==> src/rtl/cam_pkg.sv <==
// Shared camera-path types and defaults: packer FSM states, RGB565 pixel type, sensor geometry.
// Pure definitions; no logic, no latency, no backpressure.
package cam_pkg;

    localparam int RGB565_W         = 16;
    localparam int H_ACTIVE_DEFAULT = 640;
    localparam int V_ACTIVE_DEFAULT = 480;

    typedef enum logic [1:0] {
        S_WAIT_FRAME = 2'd0,
        S_ACTIVE     = 2'd1,
        S_DROP       = 2'd2
    } packer_state_t;

    typedef logic [RGB565_W-1:0] rgb565_t;

    // Sensor sends the high byte first, so it lands in the MSBs.
    function automatic rgb565_t pack_rgb565(input logic [7:0] hi, input logic [7:0] lo);
        return {hi, lo};
    endfunction

endpackage

==> src/rtl/cam_edge_detect.sv <==
// Edge detector for camera sync lines: vsync rising and href falling edges, combinational off a 1-cycle history.
// Zero added latency; no backpressure. vsync history resets high so a held-high vsync is not a frame start.
module cam_edge_detect
    import cam_pkg::*;
(
    input  logic clock,
    input  logic resetn,
    input  logic cam_vsync,
    input  logic cam_href,
    output logic vsync_rise,
    output logic href_fall
);

    logic vsync_q;
    logic href_q;

    always_ff @(posedge clock) begin
        if (!resetn) begin
            vsync_q <= 1'b1;
            href_q  <= 1'b0;
        end else begin
            vsync_q <= cam_vsync;
            href_q  <= cam_href;
        end
    end

    assign vsync_rise = cam_vsync & ~vsync_q;
    assign href_fall  = href_q & ~cam_href;

endmodule

==> src/rtl/cam_pixel_packer.sv <==
// Packs RGB565 byte pairs from the camera into 16-bit FIFO writes, 1 cycle after the low byte; PACKER_STATS_EN adds counters.
// No stall: a pixel completing while fifo_full is lost, overflow sets and the rest of the frame is dropped.
module cam_pixel_packer
    import cam_pkg::*;
#(
    parameter int H_ACTIVE = H_ACTIVE_DEFAULT,
    parameter int V_ACTIVE = V_ACTIVE_DEFAULT
) (
    input  logic                clock,
    input  logic                resetn,
    input  logic                cam_vsync,
    input  logic                cam_href,
    input  logic                cam_byte_valid,
    input  logic [7:0]          cam_data,
    input  logic                fifo_full,
    output logic                fifo_write_en,
    output logic [RGB565_W-1:0] fifo_data_out,
    output logic                frame_active,
    output logic                frame_done,
    output logic                overflow,
    output logic [15:0]         frame_count,
    output logic [15:0]         drop_count
);

    localparam int PW = $clog2(H_ACTIVE + 1);
    localparam int LW = $clog2(V_ACTIVE + 1);
    localparam logic [PW-1:0] PIX_MAX  = PW'(H_ACTIVE);
    localparam logic [LW-1:0] LINE_MAX = LW'(V_ACTIVE);

    packer_state_t state;
    logic          phase;
    logic [7:0]    high_byte;
    logic [PW-1:0] pix_cnt;
    logic [LW-1:0] line_cnt;

    logic          vsync_rise;
    logic          href_fall;
    logic          byte_ok;
    logic          pixel_done;
    logic          drop_hit;
    logic [LW-1:0] line_next;

    cam_edge_detect u_edge (
        .clock      (clock),
        .resetn     (resetn),
        .cam_vsync  (cam_vsync),
        .cam_href   (cam_href),
        .vsync_rise (vsync_rise),
        .href_fall  (href_fall)
    );

    assign byte_ok    = cam_href & cam_byte_valid;
    // A low byte that lands inside the active window; frame start always wins.
    assign pixel_done = (state == S_ACTIVE) && !vsync_rise && byte_ok && phase
                        && (pix_cnt < PIX_MAX) && (line_cnt < LINE_MAX);
    assign drop_hit   = pixel_done && fifo_full;
    assign line_next  = (line_cnt < LINE_MAX) ? line_cnt + LW'(1) : line_cnt;

    always_ff @(posedge clock) begin
        if (!resetn) begin
            state         <= S_WAIT_FRAME;
            phase         <= 1'b0;
            high_byte     <= '0;
            pix_cnt       <= '0;
            line_cnt      <= '0;
            fifo_write_en <= 1'b0;
            fifo_data_out <= '0;
            frame_active  <= 1'b0;
            frame_done    <= 1'b0;
            overflow      <= 1'b0;
        end else begin
            fifo_write_en <= 1'b0;
            frame_done    <= 1'b0;
            if (vsync_rise) begin
                state        <= S_ACTIVE;
                frame_active <= 1'b1;
                phase        <= 1'b0;
                pix_cnt      <= '0;
                line_cnt     <= '0;
            end else if (state == S_ACTIVE) begin
                if (href_fall) begin
                    // End of line: any orphan high byte is thrown away.
                    phase    <= 1'b0;
                    pix_cnt  <= '0;
                    line_cnt <= line_next;
                    if (line_next == LINE_MAX) begin
                        frame_done   <= 1'b1;
                        state        <= S_WAIT_FRAME;
                        frame_active <= 1'b0;
                    end
                end else if (byte_ok) begin
                    if (!phase) begin
                        high_byte <= cam_data;
                        phase     <= 1'b1;
                    end else begin
                        phase <= 1'b0;
                        if (drop_hit) begin
                            overflow     <= 1'b1;
                            state        <= S_DROP;
                            frame_active <= 1'b0;
                        end else if (pixel_done) begin
                            fifo_write_en <= 1'b1;
                            fifo_data_out <= pack_rgb565(high_byte, cam_data);
                            pix_cnt       <= pix_cnt + PW'(1);
                        end
                    end
                end
            end
        end
    end

`ifdef PACKER_STATS_EN
    always_ff @(posedge clock) begin
        if (!resetn) begin
            frame_count <= '0;
            drop_count  <= '0;
        end else begin
            if (vsync_rise) begin
                frame_count <= frame_count + 16'd1;
            end
            if (drop_hit && drop_count != 16'hFFFF) begin
                drop_count <= drop_count + 16'd1;
            end
        end
    end
`else
    assign frame_count = '0;
    assign drop_count  = '0;
`endif

endmodule
==> config.mk <==
export PLATFORM = sky130hd
export DESIGN_NAME = cam_pixel_packer
export DESIGN_NICKNAME = d
export VERILOG_FILES = /design/src/rtl/cam_pkg.sv /design/src/rtl/cam_edge_detect.sv /design/src/rtl/cam_pixel_packer.sv
export SDC_FILE = /design/constraint.sdc
export NUM_CORES = 1
export LEC_CHECK = 0
export CAP_MARGIN = 20
export CORE_ASPECT_RATIO = 0.5
export CORE_MARGIN = 2
export CORE_UTILIZATION = 30
export CTS_CLUSTER_DIAMETER = 60
export DETAILED_ROUTE_END_ITERATION = 10
export PLACE_DENSITY_LB_ADDON = 0.08
export SLEW_MARGIN = 40
export SYNTH_ARGS = -nofsm -noshare
export SYNTH_HDL_FRONTEND = slang
export SYNTH_SLANG_ARGS = --single-unit
==> constraint.sdc <==
create_clock -name clock -period 1.9 [get_ports clock]
set_input_delay 0.38 -clock clock [delete_from_list [all_inputs] [get_ports clock]]
set_output_delay 0.38 -clock clock [all_outputs]
set_load 0.01 [all_outputs]
==> metrics list <==
* Part of the Yosys area used for sequential elements: 43.36%
* Number of failing hold endpoints at the final stage: 0
* Fill cell instance count of the final layout: 743
* Post-layout instance count excluding filler cells: 453
- CTS built an H-tree with a depth of 2.
- The cell sitting at the root of the clock tree is a clkbuf_16.
- The via count of the first global-routing pass is 1974.
- The critical path runs through a total of 6 cells.
* Quantity of hold-fixing buffers added after cts: 0
* Met1 GRT Util: 17.67%
- The count of buffers added on input and output ports is 33.
- Clock buffer count from CTS: 5
* Most repeated cell in the gate-level netlist after synthesis: dfxtp_1
* Startpoint type of the worst setup path: primary input
* Prevailing post-synth register cell: dfxtp_1
- Type of the worst setup path: primary input to register
- Worst r2r path cells: 5
- Once the floorplan was initialized, standard cells occupied 31.57% of the core.
* Std cell rows: 22
* Number of antenna diodes: 0
- Met3 layer usage reported by global route: 3.936%
* Global route total overflow: 0
- Cell count after synthesis: 280
- Of the cells placed in the final design, the portion with a size suffix greater than 1 is 16.52%.
* Clock Path Buffers: 2
- Total instance count after detailed placement: 444
* Clock skew after layout: 0.007135 ns
* FFs w/ async S/R, synth: 0%
- The first global-routing pass estimated 9142 um of wire.
- In the final layout, flip-flops and latches occupy 1023 um^2.
* EDFF count, synth: 0
- Subtracting the final worst setup slack from the clock period gives 1.865 ns.
- In this run the static leakage power is 1.141 nW.
* Routed wirelength normalized by instance count: 11.64 um
- CP required: 2.13 ns
* CP max FO: 3
- The clock drives 51 sinks.
- Worst hold-check slack: 0.4500 ns
- In the synthesized netlist, the cells that appear most often are dfxtp_1 (51), nand2_1 (42), nor2_1 (34).
* Cell with the largest stage delay on the worst path: or4_1
* Vias: 1962
* Outcome: finished, final reports clean
- The count of nets left with antenna violations once routing finished came out at 0.
- Syn Std Cell Area: 2355 um^2
- IR analysis of the VDD net gives a maximum drop of 321.5 uV.
- Summing all multi-input logic gate instances after layout gives 1200 um^2.
- Dividing the detail-routed via count by the number of cells gives 4.331.
* Area added between synthesis and finish: 33.32%
* Largest net degree at the start of global routing: 20
- Final setup violating endpoints: 0
* Worst path top cell family by delay: simple AND/OR/NAND/NOR gates
* Unique cell type count in the Yosys netlist: 42
* Top-level I/O count: 66
- Setup repair after global routing missed its margin: yes
- TritonCTS built the clock tree.
* Overall global routing resource usage: 13.62%
- Fin crit share: 98.14%
- Max-cap violations in this run came to 0.
- Pwr dens: 678.0 nW/um^2
* Number of storage elements in the synthesis netlist: 51
- Syn avg cell area: 8.410 um^2
- In this design, the stage delay of the slowest critical-path cell is 0.52 ns.
- Max-slew violation count: 0
* Met2 demand-to-capacity share in global routing: 21.97%
- Top post-synthesis cells by area: dfxtp_1 (43%), buf_4 (11%), nand2_1 (6.7%)
* Number of design-rule violations left by the first detailed-router iteration: 73
- The tightest min-delay check is of the register to register type.
- Clock slew at the register clock pins of the worst setup and hold paths: 0.07 ns
* Post-layout util: 42.08%
* Die area: 8617 um^2
* Die Y-Extent: 66.65 um
- Critical Path AT: 2.09 ns
- For this run, the number of Yosys warnings is 0.
- In the final design database the tool counted 360 nets.
- For this run, design rule violations remaining after detail routing come to 0.
* Routability cong.: 0.7898
- At the placement stage, the worst setup path has a slack of -0.4825 ns.
- Summed over its instances, the top area cell type makes up 43.36% of the synthesized netlist area.
* Detailed-router iteration count before antenna repair: 4
- The synthesized design spends more area on one cell type than any other, namely dfxtp_1.
- Timing would allow up to 536.3 MHz.
- The worst setup path is captured at a register.
* Smallest setup slack after layout: 0.03538 ns
* Routed wire length: 5275 um
- The number of buffers and inverters on the critical path is 1.
* Clock insertion delay at the later pin of the skew report: 0.29 ns
- The critical path goes through clkdlybuf4s50_1, nand2b_1, nand4_1, or3b_4, or4_1, a21oi_1.
- Summed over all nets, the half-perimeter wirelength after detailed placement is 3913 um.
- The initial antenna violation count is 0.
- In this run the horizontal extent of the chip is 129.3 um.
- The worst hold path was traced through 2 stages.
* Total core area: 7460 um^2
- met2 is the most crowded layer.
## stage by stage
step                      total power, W  TNS, ns  instance area (um^2)
final                           0.002128        0                  3139
after global routing            0.002238  -0.1330                  3139
after CTS                       0.002175        0                  3099
after detailed placement        0.001232   -9.954                  2924
after global placement          0.001230   -8.912                  2924
after floorplan                 0.001212        0                  2471
## cell usage in the layout (no fill, tap or decap), types with 2 or more instances in the layout
cell	netlist	layout
nor2_1	34	33
o21ai_0	4	3
inv_1	2	2
xor2_1	4	4
mux2i_1	10	10
nand2b_1	2	2
a31oi_1	3	3
conb_1	1	32
nand4_1	6	6
nor4_1	4	4
nor3b_2	1	2
xnor2_1	9	9
dfxtp_1	51	49
nor2b_1	2	2
nand3_1	9	9
buf_4	33	34
a21oi_1	20	20
nor3b_1	3	2
nor3_1	7	7
clkbuf_16	0	5
nand2_1	42	42
clkdlybuf4s50_1	0	31
dlygate4sd2_1	0	2
dfxtp_2	0	2
## flip-flops by register name (all words and copies together), names as in the netlist
name and count:
u_edge.vsync_q 1, fifo_data_out 16, state 2, line_cnt 9
u_edge.href_q 1, fifo_write_en 1, high_byte 8, overflow 1
pix_cnt 10, frame_done 1, phase 1
## where the power goes
group / internal [W] / switching, W / total [W]
clock: 0.000526 / 0.000395 / 0.000922
combinational: 0.0000536 / 0.0000751 / 0.000129
sequential: 0.00107 / 0.00000323 / 0.00108
## final cells by class
type                    count  area share [%]
clock buffers               6           4.424
clock inverters             2          0.5181
flip-flops and latches     51           32.60
repair buffers             69           19.57
multi-input cells         214           38.22
well taps                 108           4.305
inverters                   3          0.3587
## final timing paths
kind | startpoint | to | slack [ns]
worst max-delay path | cam_vsync | pix_cnt[8] | 0.04
worst min-delay path | fifo_data_out[10] | fifo_data_out[10] | 0.45
worst max register to register | state[1] | pix_cnt[8] | 0.05
worst min register to register | fifo_data_out[10] | fifo_data_out[10] | 0.45
## metal layers
layer,wire (um),part of all wire (%)
met1,2628,50
met2,2300,44
met3,277,5.3
met4,69,1.3
met5,0,0
## tightest hold or removal path, stage by stage, from the launching register on
cell and delay (ns):
dfxtp_1 0.31, nand2_1 0.05, a21oi_1 0.05
## cells by family (layout without fill, tap and decap cells)
kind of cell / Yosys count / count (layout) / synth area share [%]
and+or+nand+nor: 124 / 124 / 25.72
DFF: 51 / 51 / 43.36
buffers and inverters: 46 / 80 / 12.70
AOI/OAI and AO/OA: 33 / 33 / 7.918
xor gates and xnor gates: 13 / 13 / 4.835
muxes: 10 / 10 / 4.251
adders and majority gates: 2 / 2 / 1.063
other: 1 / 32 / 0.1593
## repair_timing
| action | CTS | global route |
|---|---|---|
| setup endpoints to repair | 9 | 7 |
| resized for setup | 5 | 11 |
| pin swaps | 5 | 4 |
| buffers inserted | 1 | 1 |
No activity file was read; power rests on OpenSTA's default activity.
